===== src/rtl/window_compositor.sv =====
// window_compositor: maps the VGA raster into N_LAYERS upscaled game windows and
// composites the renderer pixels by fixed priority with a transparency key.
module window_compositor #(
  parameter int          H_VISIBLE_AREA  = 640,
  parameter int          V_VISIBLE_AREA  = 480,
  parameter int          H_ADDR_WIDTH    = 10,
  parameter int          V_ADDR_WIDTH    = 10,
  parameter int          N_LAYERS        = 2,
  parameter int          WIN_W           = 224,
  parameter int          WIN_H           = 288,
  parameter int          SCALE           = 1,
  parameter int          LAYER_LATENCY   = 2,
  parameter logic [11:0] TRANSPARENT_KEY = 12'hF0F,
  parameter logic [11:0] BG_COLOR        = 12'h000,
  localparam int         CLW             = (N_LAYERS > 1) ? $clog2(N_LAYERS) : 1,
  localparam int         LW              = $clog2(WIN_W),
  localparam int         LH              = $clog2(WIN_H)
) (
  input  logic                       vga_pix_clk,
  input  logic                       rst_n,
  input  logic [H_ADDR_WIDTH-1:0]    sx,
  input  logic [V_ADDR_WIDTH-1:0]    sy,
  input  logic                       display_enabled,
  input  logic                       frame_stb,
  input  logic                       cfg_valid,
  output logic                       cfg_ready,
  input  logic [CLW-1:0]             cfg_layer,
  input  logic [H_ADDR_WIDTH-1:0]    cfg_x_off,
  input  logic [V_ADDR_WIDTH-1:0]    cfg_y_off,
  input  logic                       cfg_en,
  output logic [N_LAYERS*LW-1:0]     layer_sx,
  output logic [N_LAYERS*LH-1:0]     layer_sy,
  output logic [N_LAYERS-1:0]        layer_active,
  input  logic [N_LAYERS*12-1:0]     layer_rgb,
  output logic [3:0]                 R,
  output logic [3:0]                 G,
  output logic [3:0]                 B,
  output logic                       de_out,
  output logic                       frame_stb_out
);
  localparam int LL = LAYER_LATENCY;
  localparam int SH = (SCALE == 4) ? 2 : (SCALE == 2) ? 1 : 0;
  localparam logic [H_ADDR_WIDTH:0]   W_SPAN = (H_ADDR_WIDTH+1)'(WIN_W * SCALE);
  localparam logic [V_ADDR_WIDTH:0]   H_SPAN = (V_ADDR_WIDTH+1)'(WIN_H * SCALE);
  localparam logic [H_ADDR_WIDTH-1:0] X_RST  = H_ADDR_WIDTH'((H_VISIBLE_AREA - WIN_W * SCALE) / 2);
  localparam logic [V_ADDR_WIDTH-1:0] Y_RST  = V_ADDR_WIDTH'((V_VISIBLE_AREA - WIN_H * SCALE) / 2);

  typedef struct packed {
    logic [H_ADDR_WIDTH-1:0] x_off;
    logic [V_ADDR_WIDTH-1:0] y_off;
    logic                    en;
  } win_t;

  typedef struct packed {
    logic [N_LAYERS-1:0] act;
    logic                de;
    logic                fs;
  } tag_t;

  logic                          rdy_q;
  logic                          wr;
  logic [N_LAYERS-1:0]           hit;
  logic [N_LAYERS-1:0][LW-1:0]   lsx_d, lsx_q;
  logic [N_LAYERS-1:0][LH-1:0]   lsy_d, lsy_q;
  logic [N_LAYERS-1:0][11:0]     lrgb;
  tag_t                          vld_pipe_q [0:LL];
  logic [11:0]                   rgb_d, rgb_q;
  logic                          de_q, fs_q;

  // Config is refused only while shadows are being committed.
  assign cfg_ready = rdy_q & ~frame_stb;
  assign wr        = cfg_valid & cfg_ready;
  assign lrgb      = layer_rgb;

  for (genvar g = 0; g < N_LAYERS; g++) begin : g_layer
    localparam win_t RST = '{x_off: X_RST, y_off: Y_RST, en: (g == 0)};
    win_t                  shd_q, win_q;
    logic [H_ADDR_WIDTH:0] xs, xo, xe, dx;
    logic [V_ADDR_WIDTH:0] ys, yo, ye, dy;

    always_ff @(posedge vga_pix_clk or negedge rst_n) begin
      if (!rst_n) begin
        shd_q <= RST;
        win_q <= RST;
      end else if (frame_stb) begin
        win_q <= shd_q;
      end else if (wr && cfg_layer == CLW'(g)) begin
        shd_q <= '{x_off: cfg_x_off, y_off: cfg_y_off, en: cfg_en};
      end
    end

    // One extra bit so a window end past the address range cannot wrap.
    assign xs = {1'b0, sx};
    assign ys = {1'b0, sy};
    assign xo = {1'b0, win_q.x_off};
    assign yo = {1'b0, win_q.y_off};
    assign xe = xo + W_SPAN;
    assign ye = yo + H_SPAN;
    assign dx = xs - xo;
    assign dy = ys - yo;

    assign hit[g]   = win_q.en && display_enabled && (xs >= xo) && (xs < xe)
                      && (ys >= yo) && (ys < ye);
    assign lsx_d[g] = hit[g] ? LW'(dx >> SH) : '0;
    assign lsy_d[g] = hit[g] ? LH'(dy >> SH) : '0;
  end

  always_comb begin
    rgb_d = BG_COLOR;
    for (int i = N_LAYERS - 1; i >= 0; i--)
      if (vld_pipe_q[LL].act[i] && lrgb[i] != TRANSPARENT_KEY) rgb_d = lrgb[i];
    if (!vld_pipe_q[LL].de) rgb_d = '0;
  end

  always_ff @(posedge vga_pix_clk or negedge rst_n) begin
    if (!rst_n) begin
      rdy_q <= 1'b0;
      lsx_q <= '0;
      lsy_q <= '0;
      for (int k = 0; k <= LL; k++) vld_pipe_q[k] <= '0;
      rgb_q <= '0;
      de_q  <= 1'b0;
      fs_q  <= 1'b0;
    end else begin
      rdy_q         <= 1'b1;
      lsx_q         <= lsx_d;
      lsy_q         <= lsy_d;
      vld_pipe_q[0] <= '{act: hit, de: display_enabled, fs: frame_stb};
      for (int k = 1; k <= LL; k++) vld_pipe_q[k] <= vld_pipe_q[k-1];
      rgb_q         <= rgb_d;
      de_q          <= vld_pipe_q[LL].de;
      fs_q          <= vld_pipe_q[LL].fs;
    end
  end

  assign layer_sx      = lsx_q;
  assign layer_sy      = lsy_q;
  assign layer_active  = vld_pipe_q[0].act;
  assign {R, G, B}     = rgb_q;
  assign de_out        = de_q;
  assign frame_stb_out = fs_q;

endmodule


===== config.mk =====
export PLATFORM = sky130hd
export DESIGN_NAME = window_compositor
export DESIGN_NICKNAME = d
export VERILOG_FILES = /design/src/rtl/window_compositor.sv
export SDC_FILE = /design/constraint.sdc
export NUM_CORES = 1
export LEC_CHECK = 0
export ABC_AREA = 1
export CAP_MARGIN = 5
export CORE_MARGIN = 10
export CORE_UTILIZATION = 48
export DETAILED_ROUTE_END_ITERATION = 8
export DONT_BUFFER_PORTS = 1
export GPL_ROUTABILITY_DRIVEN = 0
export PLACE_DENSITY = 0.65
export REMOVE_ABC_BUFFERS = 1
export SYNTH_ARGS = -nofsm -noshare
export SYNTH_HDL_FRONTEND = slang
export SYNTH_SLANG_ARGS = --single-unit

===== constraint.sdc =====
create_clock -name vga_pix_clk -period 2.5 [get_ports vga_pix_clk]
set_clock_uncertainty 0.1 [all_clocks]
set_input_delay 0.375 -clock vga_pix_clk [delete_from_list [all_inputs] [get_ports vga_pix_clk]]
set_output_delay 0.375 -clock vga_pix_clk [all_outputs]
set_load 0.05 [all_outputs]

==> flow_summary_export.csv <==
group,metric,value,unit
cts,clkLatencyLatePin,430,ps
routing,ant_nets,0,
finish,regArea,3660,sq um
placed_design,port_buffers,0,
placed_design,dp_cells,1102,
grt,grt_pass1_wl,30100,microns
finish,final_nets,1062,
run_status,violations,"hold timing, setup timing",
finish,layout_commonest_cell,"nand2_1",
worst_setup_path,crit_fanout,5,
routing,post-route-drc-count,0,
run_status,status,"finished, violations left",
finish,syn2layout_area_growth,16.0,%
flow_run,maxCapViolCount,0,
cts,ctsHtreeMaxLevel,4,
sta,setup_viol,3,
finish,final_cell_mix,"nand2_1 (203), inv_1 (125), dfrtp_1 (123)",
yosys,synth_top_family_by_area,"simple AND/OR/NAND/NOR gates",
floorplan,start_util,0.491,
yosys,post_synth.cell_area_avg,8.61,sq um
sta,worstMarginPinSlew,555,ps
sta,rsz0062_at_grt,"yes",
yosys,synth_top_area_cell,"dfrtp_1",
worst_setup_path,crit_path_max_incr_delay,540,ps
placed_design,place_area,8010,sq um
worst_setup_path,arrival,2760,ps
pwr,switching_share,0.348,
yosys,ys_warn_count,0,
cts,cts_buffer_depth,2,
yosys,yosysUniqueCellTypes,37,
cts,clock-root-buffer,"clkbuf_16",
finish,n_fill_cell,1453,
worst_setup_path,critical_path_class,"register to register",
yosys,synthArstFlopShare,1.00,
sta,hold_viol_final,145,
yosys,synth.mux.area_fraction,0.00866,
yosys,synth-adder-area-share,0.113,
floorplan,die-height,148,microns
floorplan,rows,46,
worst_setup_path,endpoint_kind,"register",
routing,wl_per_cell,16.2,microns
finish,multi_input_area,3800,sq um
routing,avgViaCountPerCell,4.95,
sta,slew_viol_final,0,
worst_setup_path,cpMaxStageDelayCell,"dfstp_2",
sta,slew_headroom,0.630,
pwr,p_sw,2.60,mW
worst_setup_path,crit_path_start_kind,"register",
yosys,synthFlopType,"dfrtp_1",
finish,fin_area,9060,sq um
grt,grt_max_degree,146,
floorplan,io_pins,122,
cts,cts_sinks,145,
floorplan,dieWidth,148,microns
grt,first_global_vias,5776,
worst_setup_path,r2r_start,"g_layer[1].win_q[17]",
yosys,synth_compound_area_frac,0.0885,
pwr,power.internal,4.88,mW
yosys,synth_xor_area_frac,0.0426,
yosys,synth_seq_cells,145,
sta,whs,-456,ps
yosys,synth_cells,906,
finish,fin_cells,1152,
floorplan,die-area,21800,sq um
cts,cts_tree,"built",
pwr,p_per_area,826,nW/um^2
finish,final_util,0.570,
routing,drtPass1Iterations,4,
pwr,p_clk_frac,0.333,
sta,setup_slack,-5.69,ps
yosys,synth_top_area_frac,0.394,
grt,grtUsageTotal,0.173,
worst_setup_path,critPathRequiredTime,2750,ps
routing,drt-initial-drc-count,243,
yosys,synth.yosys.seq_area_share,0.468,
pwr,irDropWorstVdd,0.000521,V
worst_setup_path,crit_start,"g_layer[1].win_q[17]",
cts,cts_buffers,17,
routing,wl,18700,microns
yosys,synth_edf_count,0,
pwr,p_leak,4.51,nW
sta,timing.final.crit_share,1.00,
routing,vias,5706,
sta,fmax,0.399,GHz
yosys,yosys.area_share.simple,0.199,
worst_setup_path,cp_cell_sequence,"inv_2, ha_4, a21oi_2, xor2_1, ha_1, nand2_1, inv_2, a21oi_2, nor2_1, nor2_1, nand3_1, nor2_4, buf_8, nand2_8, nor2_2",
cts,clk_pin_slew,70,ps
pwr,seqPwrFrac,0.397,
yosys,ys_top_cells_by_area,"dfrtp_1 (39%), ha_1 (10%), nand2_1 (9.8%), dfstp_2 (7.4%), inv_1 (6.3%)",
cts,postCtsHoldBufs,9,
min_path,hp-class,"primary input to asynchronous set/reset pin",
grt,overflow,0,
yosys,syn_area,7800,sq um
floorplan,core,15900,sq um
finish,drive_gt1_frac,0.143,
finish,diodes,0,
grt,antenna_found_initial,0,
pwr,comb_power_share,0.270,
sta,layout_min_cycle_time,2510,ps
placed_design,dp_hpwl,12600,microns
-- routing by layer --
metal | up-vias | track usage | wire length [microns]
met1 | 2630 | 0.216 | 8520
met2 | 138 | 0.284 | 8760
met4 | 0 | 0.0545 | 269
met5 | - | 0 | 0
li1 | 2917 | - | -
met3 | 21 | 0.0473 | 1140
-- cell usage after synthesis (4+ instances only) --
cell type / n
nand2_1: 203
inv_1: 130
dfrtp_1: 123
o21ai_0: 78
ha_1: 64
nor2_1: 62
nand3_1: 46
a21oi_1: 35
clkbuf_1: 22
dfstp_2: 22
xor2_1: 22
nor2_2: 20
xnor2_1: 16
nand4_1: 8
mux2_2: 6
nand3b_1: 6
a21o_1: 5
fa_1: 4
nor4_1: 4
-- power groups by stage --
stage / Combinational, mW / Clock [mW] / Sequential [mW]
3_5_place_dp: 1.75 / 0 / 3.01
6_report: 2.02 / 2.49 / 2.97
5_1_grt: 2.32 / 2.62 / 3.01
2_1_floorplan: 1.41 / 0 / 2.96
3_3_place_gp: 1.71 / 0 / 3.00
4_1_cts: 1.88 / 2.53 / 2.97
-- logic make-up after synthesis --
kind of cell               after synthesis
and+or+nand+nor                        360
DFF                                    145
adders and majority gates               68
AOI/OAI and AO/OA                      130
muxes                                    6
xor gates and xnor gates                38
buffers and inverters                  158
other                                    1
-- final cells by class --
cell class                 count  area share
clock buffer                  18      0.0474
clock inverter                14      0.0158
inverter                     130      0.0539
multi-input combinational    606       0.419
sequential                   145       0.404
tap                          216      0.0298
timing repair buffer          23      0.0300
-- final timing paths --
kind / slack (ps) / to / depth (start not counted)
worst max-delay path: -6 / layer_sy[15] / 15
worst min-delay path: -460 / rgb_q[0] / 0
worst max register to register: -6 / layer_sy[15] / 15
worst min register to register: 250 / vld_pipe_q[5] / 0
max in group asynchronous: 2500 / g_layer[0].win_q[17] / 0
min in group vga_pix_clk: 10 / g_layer[0].shd_q[20] / 2
-- through the flow --
stage / setup TNS (ps) / setup slack (ps) / power, mW
after global routing: -4080 / -142 / 7.95
final: -10.8 / -5.69 / 7.48
after floorplan: -2180 / -79.3 / 4.37
after detailed placement: -18.5 / -18.5 / 4.75
after CTS: -18.6 / -9.59 / 7.38
after global placement: 0 / 92.5 / 4.71
-- critical path: cells and delay by family, from the launching register on --
kind,cells,cell delay (ps)
simple gates,7,670
flops,1,540
fa+ha+maj,2,410
compound gates,2,280
buf+inv,3,270
xor+xnor,1,160
-- timing repair --
item | in CTS | in global routing
setup buffers | 2 | 2
pin swaps | 7 | 11
gates cloned | 3 | 2
setup endpoints to repair | 18 | 36
endpoints found under the hold margin | 193 | 145
gates resized for setup | 14 | 49
-- flip-flops by register name, summed over array words and instances (netlist names) --
register / flops
de_out: 1
frame_stb_out: 1
g_layer.shd_q: 42
g_layer.win_q: 42
layer_active: 2
layer_sx: 16
layer_sy: 18
rdy_q: 1
rgb_q: 12
vld_pipe_q: 10
Power figures use the tool's default switching activity.
